## src/rtl/dlx_pkg.sv

```systemverilog
`default_nettype none
// ============================================================================
// Module   : dlx_pkg
// Purpose  : Shared DLX constants and fetch-stage types.
// Revision : 1.0  initial release
// ============================================================================
package dlx_pkg;

  localparam logic [31:0] c_nop_instr  = 32'h0000_0015;
  localparam logic [31:0] c_word_bytes = 32'd4;

  typedef enum logic [1:0] {
    FETCH_IDLE = 2'd0,
    FETCH_REQ  = 2'd1,
    FETCH_DROP = 2'd2
  } fetch_state_e;

  typedef struct packed {
    logic [31:0] instr;
    logic [31:0] pc_plus4;
  } fetch_word_t;

endpackage
`default_nettype wire

```

## src/rtl/instr_fetch_if.sv

```systemverilog
`default_nettype none
// ============================================================================
// Module   : instr_fetch_if
// Purpose  : Memory, stall, branch-feedback and decoder signals of the fetch stage.
// Revision : 1.0  initial release
// ============================================================================
interface instr_fetch_if;
  logic        imem_req;
  logic [31:0] imem_addr;
  logic        imem_ack;
  logic [31:0] imem_rdata;
  logic        stall;
  logic        br_valid;
  logic        br_beqz;
  logic        br_bnez;
  logic        br_jump;
  logic        br_jumpreg;
  logic [31:0] br_rs1_val;
  logic [15:0] br_imm16;
  logic [25:0] br_value;
  logic [31:0] br_pc_plus4;
  logic [31:0] instr;
  logic [31:0] pc_plus4;
  logic        instr_valid;

  modport master (
    output imem_req, imem_addr, instr, pc_plus4, instr_valid,
    input  imem_ack, imem_rdata, stall,
    input  br_valid, br_beqz, br_bnez, br_jump, br_jumpreg,
    input  br_rs1_val, br_imm16, br_value, br_pc_plus4
  );

  modport slave (
    input  imem_req, imem_addr, instr, pc_plus4, instr_valid,
    output imem_ack, imem_rdata, stall,
    output br_valid, br_beqz, br_bnez, br_jump, br_jumpreg,
    output br_rs1_val, br_imm16, br_value, br_pc_plus4
  );
endinterface
`default_nettype wire

```

## src/rtl/fetch_target.sv

```systemverilog
`default_nettype none
// ============================================================================
// Module   : fetch_target
// Purpose  : Combinational branch/jump resolution: taken flag and target PC.
// Revision : 1.0  initial release
// ============================================================================
module fetch_target (
  input  logic        i_br_valid,
  input  logic        i_br_beqz,
  input  logic        i_br_bnez,
  input  logic        i_br_jump,
  input  logic        i_br_jumpreg,
  input  logic [31:0] i_rs1_val,
  input  logic [15:0] i_imm16,
  input  logic [25:0] i_value,
  input  logic [31:0] i_pc_plus4,
  output logic        o_taken,
  output logic [31:0] o_target
);

  logic        w_rs1_zero;
  logic [31:0] w_raw_target;

  always_comb begin
    w_rs1_zero = (i_rs1_val == 32'd0);
    o_taken    = i_br_valid &
                 (i_br_jump | (i_br_beqz & w_rs1_zero) | (i_br_bnez & ~w_rs1_zero));
    if (i_br_jumpreg) begin
      w_raw_target = i_rs1_val;
    end else if (i_br_jump) begin
      w_raw_target = i_pc_plus4 + {{6{i_value[25]}}, i_value};
    end else begin
      w_raw_target = i_pc_plus4 + {{16{i_imm16[15]}}, i_imm16};
    end
    o_target = {w_raw_target[31:2], 2'b00};
  end

endmodule
`default_nettype wire

```

## src/rtl/instr_fetch.sv

```systemverilog
`default_nettype none
// ============================================================================
// Module   : instr_fetch
// Purpose  : DLX fetch stage with req/ack memory port, one-entry skid buffer
//            and branch redirect. Build option IFETCH_SQUASH_EN makes a
//            redirect insert a valid NOP bubble instead of clearing the output.
// Revision : 1.0  initial release
// ============================================================================
module instr_fetch
  import dlx_pkg::*;
#(
  parameter logic [31:0] RESET_PC = 32'h0000_0000
) (
  input  logic          clk,
  input  logic          rst,
  instr_fetch_if.master bus
);

  fetch_state_e state_q, state_d;
  logic [31:0]  pc_q, pc_d;
  logic [31:0]  fetch_addr_q, fetch_addr_d;
  logic         req_q, req_d;
  fetch_word_t  out_q, out_d;
  logic         out_valid_q, out_valid_d;
  fetch_word_t  skid_q, skid_d;
  logic         skid_valid_q, skid_valid_d;

  logic         w_taken;
  logic [31:0]  w_target;
  logic         w_ack;
  logic         w_to_skid;
  logic [31:0]  w_pc_inc;
  fetch_word_t  w_resp;

  fetch_target u_target (
    .i_br_valid   (bus.br_valid),
    .i_br_beqz    (bus.br_beqz),
    .i_br_bnez    (bus.br_bnez),
    .i_br_jump    (bus.br_jump),
    .i_br_jumpreg (bus.br_jumpreg),
    .i_rs1_val    (bus.br_rs1_val),
    .i_imm16      (bus.br_imm16),
    .i_value      (bus.br_value),
    .i_pc_plus4   (bus.br_pc_plus4),
    .o_taken      (w_taken),
    .o_target     (w_target)
  );

  assign w_ack     = req_q & bus.imem_ack;
  assign w_to_skid = out_valid_q & bus.stall;
  assign w_pc_inc  = pc_q + c_word_bytes;
  assign w_resp    = '{instr: bus.imem_rdata, pc_plus4: w_pc_inc};

  always_comb begin
    state_d      = state_q;
    pc_d         = pc_q;
    fetch_addr_d = fetch_addr_q;
    out_d        = out_q;
    out_valid_d  = out_valid_q;
    skid_d       = skid_q;
    skid_valid_d = skid_valid_q;

    if (out_valid_q && !bus.stall) begin
      if (skid_valid_q) begin
        out_d        = skid_q;
        skid_valid_d = 1'b0;
      end else begin
        out_valid_d  = 1'b0;
      end
    end

    unique case (state_q)
      FETCH_IDLE: begin
        if (!skid_valid_q) begin
          state_d      = FETCH_REQ;
          fetch_addr_d = pc_q;
        end
      end
      FETCH_REQ: begin
        if (w_ack) begin
          pc_d = w_pc_inc;
          // Skid is always empty in REQ, so a stalled full output parks the word there.
          if (w_to_skid) begin
            skid_d       = w_resp;
            skid_valid_d = 1'b1;
            state_d      = FETCH_IDLE;
          end else begin
            out_d        = w_resp;
            out_valid_d  = 1'b1;
            fetch_addr_d = w_pc_inc;
          end
        end
      end
      FETCH_DROP: begin
        if (w_ack) begin
          state_d = FETCH_IDLE;
        end
      end
      default: state_d = FETCH_IDLE;
    endcase

    if (w_taken) begin
      pc_d         = w_target;
      skid_valid_d = 1'b0;
`ifdef IFETCH_SQUASH_EN
      out_d        = '{instr: c_nop_instr, pc_plus4: w_target};
      out_valid_d  = 1'b1;
`else
      out_d        = out_q;
      out_valid_d  = 1'b0;
`endif
      // An issued request must complete at its original address before refetching.
      case (state_q)
        FETCH_IDLE: begin
          state_d      = FETCH_REQ;
          fetch_addr_d = w_target;
        end
        FETCH_REQ, FETCH_DROP: begin
          state_d      = w_ack ? FETCH_IDLE : FETCH_DROP;
          fetch_addr_d = fetch_addr_q;
        end
        default: state_d = FETCH_IDLE;
      endcase
    end

    req_d = (state_d != FETCH_IDLE);
  end

  always_ff @(posedge clk) begin
    if (rst) begin
      state_q      <= FETCH_IDLE;
      pc_q         <= RESET_PC;
      fetch_addr_q <= RESET_PC;
      req_q        <= 1'b0;
      out_q        <= '0;
      out_valid_q  <= 1'b0;
      skid_q       <= '0;
      skid_valid_q <= 1'b0;
    end else begin
      state_q      <= state_d;
      pc_q         <= pc_d;
      fetch_addr_q <= fetch_addr_d;
      req_q        <= req_d;
      out_q        <= out_d;
      out_valid_q  <= out_valid_d;
      skid_q       <= skid_d;
      skid_valid_q <= skid_valid_d;
    end
  end

  assign bus.imem_req    = req_q;
  assign bus.imem_addr   = fetch_addr_q;
  assign bus.instr       = out_q.instr;
  assign bus.pc_plus4    = out_q.pc_plus4;
  assign bus.instr_valid = out_valid_q;

endmodule
`default_nettype wire

```

## src/flat_wrapper.sv

```systemverilog
// flat-port wrapper written by rule: the top's interface ports become plain ports
module instr_fetch_flat import dlx_pkg::*;
#(
  parameter logic [31:0] RESET_PC = 32'h0000_0000
)
  (clk, rst, bus_imem_req, bus_imem_addr, bus_instr, bus_pc_plus4, bus_instr_valid, bus_imem_ack, bus_imem_rdata, bus_stall, bus_br_valid, bus_br_beqz, bus_br_bnez, bus_br_jump, bus_br_jumpreg, bus_br_rs1_val, bus_br_imm16, bus_br_value, bus_br_pc_plus4);
  instr_fetch_if bus_i ();
  input  logic clk;
  input  logic rst;
  output wire logic [$bits(bus_i.imem_req)-1:0] bus_imem_req;
  output wire logic [$bits(bus_i.imem_addr)-1:0] bus_imem_addr;
  output wire logic [$bits(bus_i.instr)-1:0] bus_instr;
  output wire logic [$bits(bus_i.pc_plus4)-1:0] bus_pc_plus4;
  output wire logic [$bits(bus_i.instr_valid)-1:0] bus_instr_valid;
  input wire logic [$bits(bus_i.imem_ack)-1:0] bus_imem_ack;
  input wire logic [$bits(bus_i.imem_rdata)-1:0] bus_imem_rdata;
  input wire logic [$bits(bus_i.stall)-1:0] bus_stall;
  input wire logic [$bits(bus_i.br_valid)-1:0] bus_br_valid;
  input wire logic [$bits(bus_i.br_beqz)-1:0] bus_br_beqz;
  input wire logic [$bits(bus_i.br_bnez)-1:0] bus_br_bnez;
  input wire logic [$bits(bus_i.br_jump)-1:0] bus_br_jump;
  input wire logic [$bits(bus_i.br_jumpreg)-1:0] bus_br_jumpreg;
  input wire logic [$bits(bus_i.br_rs1_val)-1:0] bus_br_rs1_val;
  input wire logic [$bits(bus_i.br_imm16)-1:0] bus_br_imm16;
  input wire logic [$bits(bus_i.br_value)-1:0] bus_br_value;
  input wire logic [$bits(bus_i.br_pc_plus4)-1:0] bus_br_pc_plus4;
  assign bus_imem_req = bus_i.imem_req;
  assign bus_imem_addr = bus_i.imem_addr;
  assign bus_instr = bus_i.instr;
  assign bus_pc_plus4 = bus_i.pc_plus4;
  assign bus_instr_valid = bus_i.instr_valid;
  assign bus_i.imem_ack = bus_imem_ack;
  assign bus_i.imem_rdata = bus_imem_rdata;
  assign bus_i.stall = bus_stall;
  assign bus_i.br_valid = bus_br_valid;
  assign bus_i.br_beqz = bus_br_beqz;
  assign bus_i.br_bnez = bus_br_bnez;
  assign bus_i.br_jump = bus_br_jump;
  assign bus_i.br_jumpreg = bus_br_jumpreg;
  assign bus_i.br_rs1_val = bus_br_rs1_val;
  assign bus_i.br_imm16 = bus_br_imm16;
  assign bus_i.br_value = bus_br_value;
  assign bus_i.br_pc_plus4 = bus_br_pc_plus4;
  instr_fetch #(.RESET_PC(RESET_PC)) u_core (.clk(clk), .rst(rst), .bus(bus_i));
endmodule
```

## config.mk

```make
export PLATFORM = sky130hd
export DESIGN_NAME = instr_fetch_flat
export DESIGN_NICKNAME = d
export VERILOG_FILES = /design/src/rtl/dlx_pkg.sv /design/src/rtl/instr_fetch_if.sv /design/src/rtl/fetch_target.sv /design/src/rtl/instr_fetch.sv /design/src/flat_wrapper.sv
export SDC_FILE = /design/constraint.sdc
export NUM_CORES = 1
export LEC_CHECK = 0
export ABC_CLOCK_PERIOD_IN_PS = 7550
export BUFFER_PORTS_ARGS = -buffer_cell sky130_fd_sc_hd__buf_2
export CAP_MARGIN = 15
export CORE_ASPECT_RATIO = 0.75
export CORE_UTILIZATION = 61
export CTS_BUF_LIST = sky130_fd_sc_hd__clkbuf_16
export CTS_CLUSTER_SIZE = 25
export DETAILED_ROUTE_END_ITERATION = 8
export GPL_TIMING_DRIVEN = 1
export PLACE_DENSITY = 0.87
export SLEW_MARGIN = 20
export SYNTH_ARGS = -nofsm -noshare
export SYNTH_HDL_FRONTEND = slang
export SYNTH_HIERARCHICAL = 1
export SYNTH_SLANG_ARGS = --single-unit
```

## constraint.sdc

```tcl
create_clock -name clk -period 7.55 [get_ports clk]
set_input_delay 1.51 -clock clk [delete_from_list [all_inputs] [get_ports clk]]
set_output_delay 1.51 -clock clk [all_outputs]
set_load 0.03 [all_outputs]
```

==> results of run 1 <==
==> through the flow <==
stage | hold slack, ns | total power [uW] | util | cells | area [um2]
CTS | 0.461 | 3580 | 0.709 | 2077 | 14300
detailed placement | 0.441 | 2680 | 0.679 | 2045 | 13700
floorplan | 0.436 | 2240 | - | 1658 | 12600
global route | 0.477 | 3780 | 0.710 | 2078 | 14300
finish | 0.458 | 3630 | 0.710 | 2078 | 14300
global placement | 0.441 | 2650 | 0.679 | 2045 | 13700
==> metal layers <==
metal / vias to the layer above / share of wire / routed length, um
met5: - / 0 / 0
met4: 0 / 0.026 / 1120
met3: 109 / 0.11 / 4820
met2: 891 / 0.43 / 18300
met1: 6500 / 0.43 / 18300
li1: 6366 / - / -
==> worst max-delay path by stage <==
stage / startpoint / slack [ns] / cells past startpoint / to
detailed placement: bus_br_jump / 1.87 / 15 / u_core/bus.imem_addr[29]
CTS: bus_br_jump / 2.29 / 15 / u_core/bus.imem_addr[29]
finish: bus_br_jump / 2.15 / 15 / u_core/bus.imem_addr[29]
global route: bus_br_jump / 1.90 / 15 / u_core/bus.imem_addr[29]
floorplan: bus_br_jump / 2.66 / 19 / u_core/bus.imem_addr[29]
global placement: bus_br_jump / 1.95 / 15 / u_core/bus.imem_addr[29]
==> cells in the final DEF (no fill, tap or decap), types with 8 or more instances in the layout <==
master     instances
nand2_1          281
buf_2            243
dfxtp_1          197
a21oi_1          168
nor2_1           104
o21ai_0           98
a211oi_1          41
xor2_1            40
o211ai_1          38
ha_1              36
nand3_1           35
mux2i_1           34
nor3_1            32
nand4_1           29
xnor2_1           29
nor4_1            27
inv_1             26
a22oi_1           22
o2bb2ai_1         22
buf_4             20
nor2b_1           19
o221ai_1          18
o22ai_1           18
clkbuf_16         17
mux2_2            16
a21o_1            14
and2_1            12
o221a_2           11
a31oi_1           10
o21a_1            10
and3_1             8
==> cell usage after synthesis (12+ instances only) <==
cell / instances
nor3_1: 32
nor2_1: 107
xor2_1: 40
dfxtp_1: 197
a22oi_1: 22
nand3_1: 35
mux2_2: 16
o211ai_1: 38
o2bb2ai_1: 22
mux2i_1: 34
a21o_1: 14
a21oi_1: 168
o21ai_0: 98
ha_1: 36
and2_1: 12
a211oi_1: 41
inv_1: 26
nand2_1: 282
nor4_1: 27
o22ai_1: 18
nor2b_1: 19
o221ai_1: 18
nand4_1: 29
xnor2_1: 29
clkbuf_1: 105
==> power breakdown <==
part           internal (uW)  switching [uW]  total, uW
sequential              1160             126       1280
combinational            462             969       1430
clock                    449             466        915
==> final cells by class <==
class,instances,share of cell area
multi-input cells,1300,0.557
flip-flops and latches,197,0.275
repair buffers,264,0.0966
clock buffers,17,0.0297
well taps,258,0.0225
clock inverters,15,0.0121
inverters,27,0.00706
==> sequential cells by signal, indices dropped and copies added, names as in the netlist, named ones only <==
signal	count
u_core/bus.instr_valid	1
u_core/bus.imem_req	1
u_core/pc_q	32
u_core/state_q	2
u_core/bus.imem_addr	32
u_core/bus.instr	32
u_core/skid_q	64
u_core/bus.pc_plus4	32
==> cells by family after synthesis <==
kind of cell | synth area share
other | 0.000299
XOR/XNOR | 0.0481
flip-flops | 0.314
adder cells (fa/ha/maj) | 0.0359
AO/OA/AOI/OAI | 0.285
AND/OR/NAND/NOR | 0.223
buffers and inverters | 0.0512
multiplexers | 0.0427
==> worst max-delay path, cell delays in order <==
cell	delay, ns
buf_2	0.45
mux2_2	0.40
ha_1	0.37
a211o_1	0.34
a311oi_2	0.30
o31ai_1	0.15
o22ai_2	0.38
nor4_1	0.15
o31a_1	0.26
o31ai_1	0.75
nor2b_1	0.09
o21ai_0	0.21
and4_1	0.22
a221oi_1	0.05
o21ai_0	0.12
==> flow_summary.ini, run 1 <==
[status]
status = complete, no violations

[grt]
grt_max_degree = 87
grtUsageMet2 = 0.588
grt_use_total = 0.395
met1_usage = 0.566
grt_use_met3 = 0.0808
top_usage_layer = met2
overflow = 0
grt_pass1_vias = 12365
antenna_found_initial = 0
grt_first_pass_wirelength_um = 66700

[worst_setup_path]
r2r_cells = 6
r2r_setup_slack_ns = 4.06
worstPathMaxFanout = 28
critical_path_class = input port to register
r2r_end = u_core/bus.pc_plus4[14]
crit_path_end_kind = register
r2r_start = u_core/state_q[0]
worstPathArrival_ns = 5.75
cp.required_ns = 7.90
start_kind = input port

[timing]
fin_crit_sh = 0.715
final_hold_viol_count = 0
setup-violations-final = 0
slew_headroom = 0.249
period_needed_ns = 5.40
max_freq_ghz = 0.185
tightest_slew_ns = 1.12
skew_ns = 0.0127
rsz0062_at_grt = no
worst_slack_ns = 2.15
slew_violations = 0
tns_ns = 0

[synthesis]
yosys.cell_types.count = 84
synth_area_leaders = dfxtp_1 (31%), nand2_1 (8.4%), a21oi_1 (6.7%)
postSynthAreaPerCell_um2 = 7.58
ys_seq_area_frac = 0.314
synth_edf_count = 0
synth_area_um2 = 12600
ys_seq_elements = 197
ys_warn_count = 6
synthArstFlopShare = 0
syn_inst = 1657
yosys.area.top_type = dfxtp_1
yosys.area.top_type_share = 0.314
synth_flop_cell = dfxtp_1

[clock_tree]
cts_tree = yes
htreeDepth = 4
clock_latency_ns = 0.43
cts-root-buf = clkbuf_16
cts_buffer_depth = 2
hold_buffers = 0
post_cts_buffers = 0
cts_made_buffers = 17
post_cts_resize_count = 0
numClockSinks = 197
path_clk_slew_ns = 0.08

[final_layout]
fill_cells = 1664
fin_nets = 1990
antenna_cells = 0
regArea_um2 = 3940
drive_above_1_share = 0.193
syn_to_final_growth_pct = 14.3
multi_input_area_um2 = 7990

[placed_design]
gp_congestion = 1.04
pre_cts_ws_ns = 1.87
io_buffers = 244
dp_hpwl_um = 30500

[routing]
detail_route.wl_per_cell_um = 20.5
ant_nets = 0
drt-initial-drc-count = 1741
drcViolationCount = 0
num_vias = 13866
via_per_inst = 6.67
first_pass_iters = 6
wirelength_um = 42600

[floorplan]
die_w_um = 168
ios = 245
die_area_um2 = 21200
rows = 45
start_util = 0.621
core_region_area_um2 = 20200
die_h_um = 126

[min_path]
holdPathStages = 2
worstHoldStart = u_core/skid_q[49]
hold_path_class = register to register
min_to = u_core/skid_q[49]

[pwr]
pwr_density_cell_nw_per_um2 = 253
peakVddDrop_mv = 0.156
power_leakage_uw = 0.00597

[job]
cap_violations = 0
No activity file was read; power rests on OpenSTA's default activity.
==> run 2: changes to the inputs <==
--- a/config.mk
+++ b/config.mk
@@ -5,16 +5,16 @@
 export SDC_FILE = /design/constraint.sdc
 export NUM_CORES = 1
 export LEC_CHECK = 0
-export ABC_CLOCK_PERIOD_IN_PS = 7550
+export ABC_CLOCK_PERIOD_IN_PS = 4650
 export BUFFER_PORTS_ARGS = -buffer_cell sky130_fd_sc_hd__buf_2
 export CAP_MARGIN = 15
 export CORE_ASPECT_RATIO = 0.75
-export CORE_UTILIZATION = 61
+export CORE_UTILIZATION = 51
 export CTS_BUF_LIST = sky130_fd_sc_hd__clkbuf_16
 export CTS_CLUSTER_SIZE = 25
 export DETAILED_ROUTE_END_ITERATION = 8
 export GPL_TIMING_DRIVEN = 1
-export PLACE_DENSITY = 0.87
+export PLACE_DENSITY = 0.78
 export SLEW_MARGIN = 20
 export SYNTH_ARGS = -nofsm -noshare
 export SYNTH_HDL_FRONTEND = slang
==> constraint.sdc (replaced) <==
create_clock -name clk -period 4.65 [get_ports clk]
set_input_delay 0.93 -clock clk [delete_from_list [all_inputs] [get_ports clk]]
set_output_delay 0.93 -clock clk [all_outputs]
set_load 0.03 [all_outputs]
==> run 2 against run 1 <==
  * Sequential share of layout area is 0.66 points lower
  * Hold slack worse by 0.0027 ns
  * Combinational power is 70% higher
  * Sequential cell count stayed put
  * Critical endpoint unchanged
  * Highest routed layer unchanged
==> flow_summary.ini, run 2 (synthesized netlist as in run 1, its figures left out) <==
[timing]
final_hold_viol_count = 0
worst_slack_ns = 0.325
max_freq_ghz = 0.231
skew_ns = 0.0123
slew_violations = 0
fin_crit_sh = 0.930
tightest_slew_ns = 1.17
setup-violations-final = 0
slew_headroom = 0.212
period_needed_ns = 4.33
fin_hold_ws_ns = 0.456
rsz0062_at_grt = no

[floorplan]
core_region_area_um2 = 24100
die_h_um = 138
rows = 49
die_w_um = 183
ios = 245
die_area_um2 = 25300
start_util = 0.521

[worst_setup_path]
r2r_setup_slack_ns = 1.56
worstPathArrival_ns = 4.69
crit_path_end_kind = register
worstPathMaxFanout = 13
critical_path_class = input port to register
cp.required_ns = 5.02
start_kind = input port

[routing]
met3WireLength_um = 4940
detail_route.wl_per_cell_um = 20.4
first_pass_iters = 6
drt-initial-drc-count = 1578
via_per_inst = 6.33
ant_nets = 0
wl_met2_um = 19500
wl_met1_um = 19300
highest_layer = met4
wirelength_um = 44800
drcViolationCount = 0
num_vias = 13879

[clock_tree]
cts_tree = yes
cts_made_buffers = 17
hold_buffers = 0
post_cts_buffers = 0
numClockSinks = 197
cts-root-buf = clkbuf_16
htreeDepth = 4
cts_buffer_depth = 2
post_cts_resize_count = 0
clock_latency_ns = 0.44
path_clk_slew_ns = 0.07

[final_layout]
fill_cells = 2219
syn_to_final_growth_pct = 17.1
utilization = 0.610
layout_commonest_cell = nand2_1
regMostFlops = u_core/skid_q
drive_above_1_share = 0.208
fin_area_um2 = 14700
antenna_cells = 0
layout_common_cells = nand2_1 (281), buf_2 (243), dfxtp_1 (197)
fin_nets = 2032
layout.cells.non_filler = 2192
largest_reg_flops = 64

[grt]
grt_first_pass_wirelength_um = 68200
grt_pass1_vias = 12350
antenna_found_initial = 0
grt_max_degree = 64
grt_use_total = 0.345
overflow = 0

[job]
cap_violations = 0

[pwr]
power_leakage_uw = 0.00616
pwr_density_cell_nw_per_um2 = 404
peakVddDrop_mv = 0.290

[placed_design]
gp_congestion = 1.03
placedCellCount = 2161
pre_cts_ws_ns = -0.0102
dp_hpwl_um = 32900
io_buffers = 244
placed_cell_area_um2 = 14200

[min_path]
hold_path_class = register to register

[status]
status = complete, no violations
[run 2: cell type report]
class / count / area [um2] / share of cell area
multi-input combinational: 1300 / 7990 / 0.543
sequential: 197 / 3940 / 0.268
timing repair buffer: 306 / 1710 / 0.117
clock buffer: 17 / 425 / 0.0289
tap: 331 / 414 / 0.0282
clock inverter: 14 / 113 / 0.00766
inverter: 27 / 101 / 0.00689
[run 2: worst max-delay path, stage by stage]
cell and delay, ns:
buf_2 0.27, mux2_2 0.38, ha_1 0.37, a2111oi_0 0.70, o31ai_1 0.23, o22ai_2 0.37
nor4_1 0.15, o31a_1 0.26, o31ai_1 0.38, nor2b_1 0.08, o21ai_0 0.20, and4_1 0.23
a221oi_1 0.04, o21ai_0 0.10
[run 2: worst paths after layout]
path | startpoint | endpoint | depth (start not counted)
max reg2reg | u_core/state_q[1] | u_core/bus.imem_addr[20] | 7
min reg2reg | u_core/skid_q[50] | u_core/skid_q[50] | 2
max | bus_br_jump | u_core/bus.imem_addr[29] | 14
min | u_core/skid_q[50] | u_core/skid_q[50] | 2
[run 2: power breakdown]
group | total [uW] | switching (uW) | internal [uW]
clock network | 1420 | 689 | 733
logic | 2430 | 1620 | 811
registers | 2080 | 198 | 1880
[run 2: per-stage QoR]
step           total power (uW)  setup TNS (ns)
6_report                   5930               0
4_1_cts                    5860               0
3_5_place_dp               4460         -0.0102
2_1_floorplan              3630               0
5_1_grt                    6180               0
3_3_place_gp               4420               0
[run 2: layer usage]
layer	up-vias	GRT usage
li1	6436	-
met4	0	0.0944
met3	101	0.0806
met1	6513	0.489
met2	829	0.521
met5	-	0
==> run 3: changes to the inputs <==
--- a/config.mk
+++ b/config.mk
@@ -9,6 +9,7 @@
 export BUFFER_PORTS_ARGS = -buffer_cell sky130_fd_sc_hd__buf_2
 export CAP_MARGIN = 15
 export CORE_ASPECT_RATIO = 0.75
+export CORE_MARGIN = 1
 export CORE_UTILIZATION = 51
 export CTS_BUF_LIST = sky130_fd_sc_hd__clkbuf_16
 export CTS_CLUSTER_SIZE = 25
==> constraint.sdc (replaced) <==
create_clock -name clk -period 4.65 [get_ports clk]
set_input_delay 1.395 -clock clk [delete_from_list [all_inputs] [get_ports clk]]
set_output_delay 1.395 -clock clk [all_outputs]
set_load 0.03 [all_outputs]
==> run 3 against run 2 <==
  * Hold slack improved by 0.00063 ns
  * Clock skew decreased by 0.0016 ns
  * Combinational power increased by 6%
  * Clock power about the same
  * Sequential cell count unchanged
  * Critical path type unchanged
  * Largest cell class unchanged
==> flow_summary.ini, run 3 (synthesized netlist as in run 1, its figures left out) <==
[grt]
grt_max_degree = 152
grt_first_pass_wirelength_um = 70000
grt_pass1_vias = 12868
antenna_found_initial = 0
grt_use_total = 0.353
overflow = 0

[pwr]
p_switching_uw = 2530
combPwrFrac = 0.422
power_leakage_uw = 0.00657
seqPwrFrac = 0.342
pwr_density_cell_nw_per_um2 = 395
p_int_uw = 3560
p_sw_frac = 0.415
p_clk_frac = 0.236
peakVddDrop_mv = 0.309

[placed_design]
dp_hpwl_um = 32800
io_buffers = 244
gp_congestion = 1.04

[worst_setup_path]
critical_path_class = input port to register
path_common_cell = a311oi_1
cpMaxStageDelayCell = mux2_2
cp.required_ns = 4.97
critPathMaxStageDelay_ns = 0.38
crit_path_end_kind = register
path_buf_inv = 2
worstPathArrival_ns = 4.78
start_kind = input port
crit_chain = buf_2 > mux2_2 > ha_1 > a21oi_1 > o21ai_1 > or3_4 > o2111ai_2 > nand3_1 > nor4b_1 > a311oi_1 > buf_4 > nor2b_1 > o21a_1 > nor2_1 > a311oi_1 > o21ai_0
r2r_cells = 8
worstPathMaxFanout = 8
crit_cells = 16
crit_family = compound AO/OA/AOI/OAI gates

[clock_tree]
cts-root-buf = clkbuf_16
cts_buffer_depth = 2
numClockSinks = 197
hold_buffers = 0
post_cts_resize_count = 0
clock_latency_ns = 0.44
htreeDepth = 4
post_cts_buffers = 0
path_clk_slew_ns = 0.07
cts_made_buffers = 17
cts_tree = yes

[floorplan]
start_util = 0.521
rows = 49
die_area_um2 = 25300
die_h_um = 138
core_region_area_um2 = 24100
die_w_um = 183
ios = 245

[final_layout]
layout_common_cells = nand2_1 (281), buf_2 (243), dfxtp_1 (197)
drive_above_1_share = 0.245
utilization = 0.639
regMostFlops = u_core/skid_q
layout_commonest_cell = nand2_1
syn_to_final_growth_pct = 22.7
fin_nets = 2115
largest_reg_flops = 64
antenna_cells = 0

[timing]
fin_crit_sh = 0.958
fin_hold_ws_ns = 0.456
rsz0062_at_grt = yes
tightest_slew_ns = 1.09
skew_ns = 0.0108
final_hold_viol_count = 0
setup-violations-final = 0
slew_headroom = 0.264
period_needed_ns = 4.46
slew_violations = 0
max_freq_ghz = 0.224

[routing]
num_vias = 14018
via_per_inst = 6.16
detail_route.wl_per_cell_um = 19.7
drt-initial-drc-count = 1552
first_pass_iters = 8
drcViolationCount = 0
ant_nets = 0
wirelength_um = 44700

[min_path]
holdPathStages = 2
hold_path_class = register to register

[status]
status = complete, no violations

[job]
cap_violations = 0
==> run 3: worst paths after layout <==
kind                         endpoint  slack, ns               from
max reg2reg   u_core/bus.pc_plus4[12]       1.50  u_core/state_q[1]
min                 u_core/skid_q[54]       0.46  u_core/skid_q[54]
min reg2reg         u_core/skid_q[54]       0.46  u_core/skid_q[54]
max          u_core/bus.imem_addr[26]       0.19        bus_br_jump
==> run 3: per-layer routing <==
layer	routed length, um	global-route usage	up-vias
met3	4820	0.0911	109
li1	-	-	6614
met5	0	0	-
met1	19600	0.494	6553
met4	1480	0.125	0
met2	18800	0.522	742
==> run 3: worst reg2reg max path, delay by kind of cell, from the launching register on <==
family,cells,cell delay [ns]
AND/OR/NAND/NOR,3,1.69
flip-flops,1,0.40
buffers and inverters,2,0.31
adder cells (fa/ha/maj),1,0.18
AO/OA/AOI/OAI,2,0.42
==> run 3: final cells by class <==
cell class	instances	area, um2
Clock buffer	17	425
Multi-Input combinational cell	1300	8000
Tap cell	331	414
Timing Repair Buffer	389	2390
Sequential cell	197	3940
Inverter	27	101
Fill cell	2156	8690
Clock inverter	15	130
==> run 3: power groups by stage <==
stage / combinational, uW / clock, uW / sequential [uW]
2_1_floorplan: 1290 / 0 / 2340
3_3_place_gp: 2460 / 0 / 2100
3_5_place_dp: 2500 / 0 / 2110
4_1_cts: 2510 / 1450 / 2070
5_1_grt: 2750 / 1520 / 2100
6_report: 2570 / 1440 / 2080
==> run 3: stage by stage <==
stage	worst slack, ns	power (uW)	area, um2	setup TNS (ns)	std cells
6_report	0.194	6090	15400	0	2276
5_1_grt	-0.0359	6370	15400	-0.0359	2276
4_1_cts	0.234	6030	15400	0	2276
3_5_place_dp	-0.224	4600	14800	-1.63	2244
3_3_place_gp	-0.141	4560	14800	-0.487	2244
2_1_floorplan	0.00903	3630	12600	0	1658
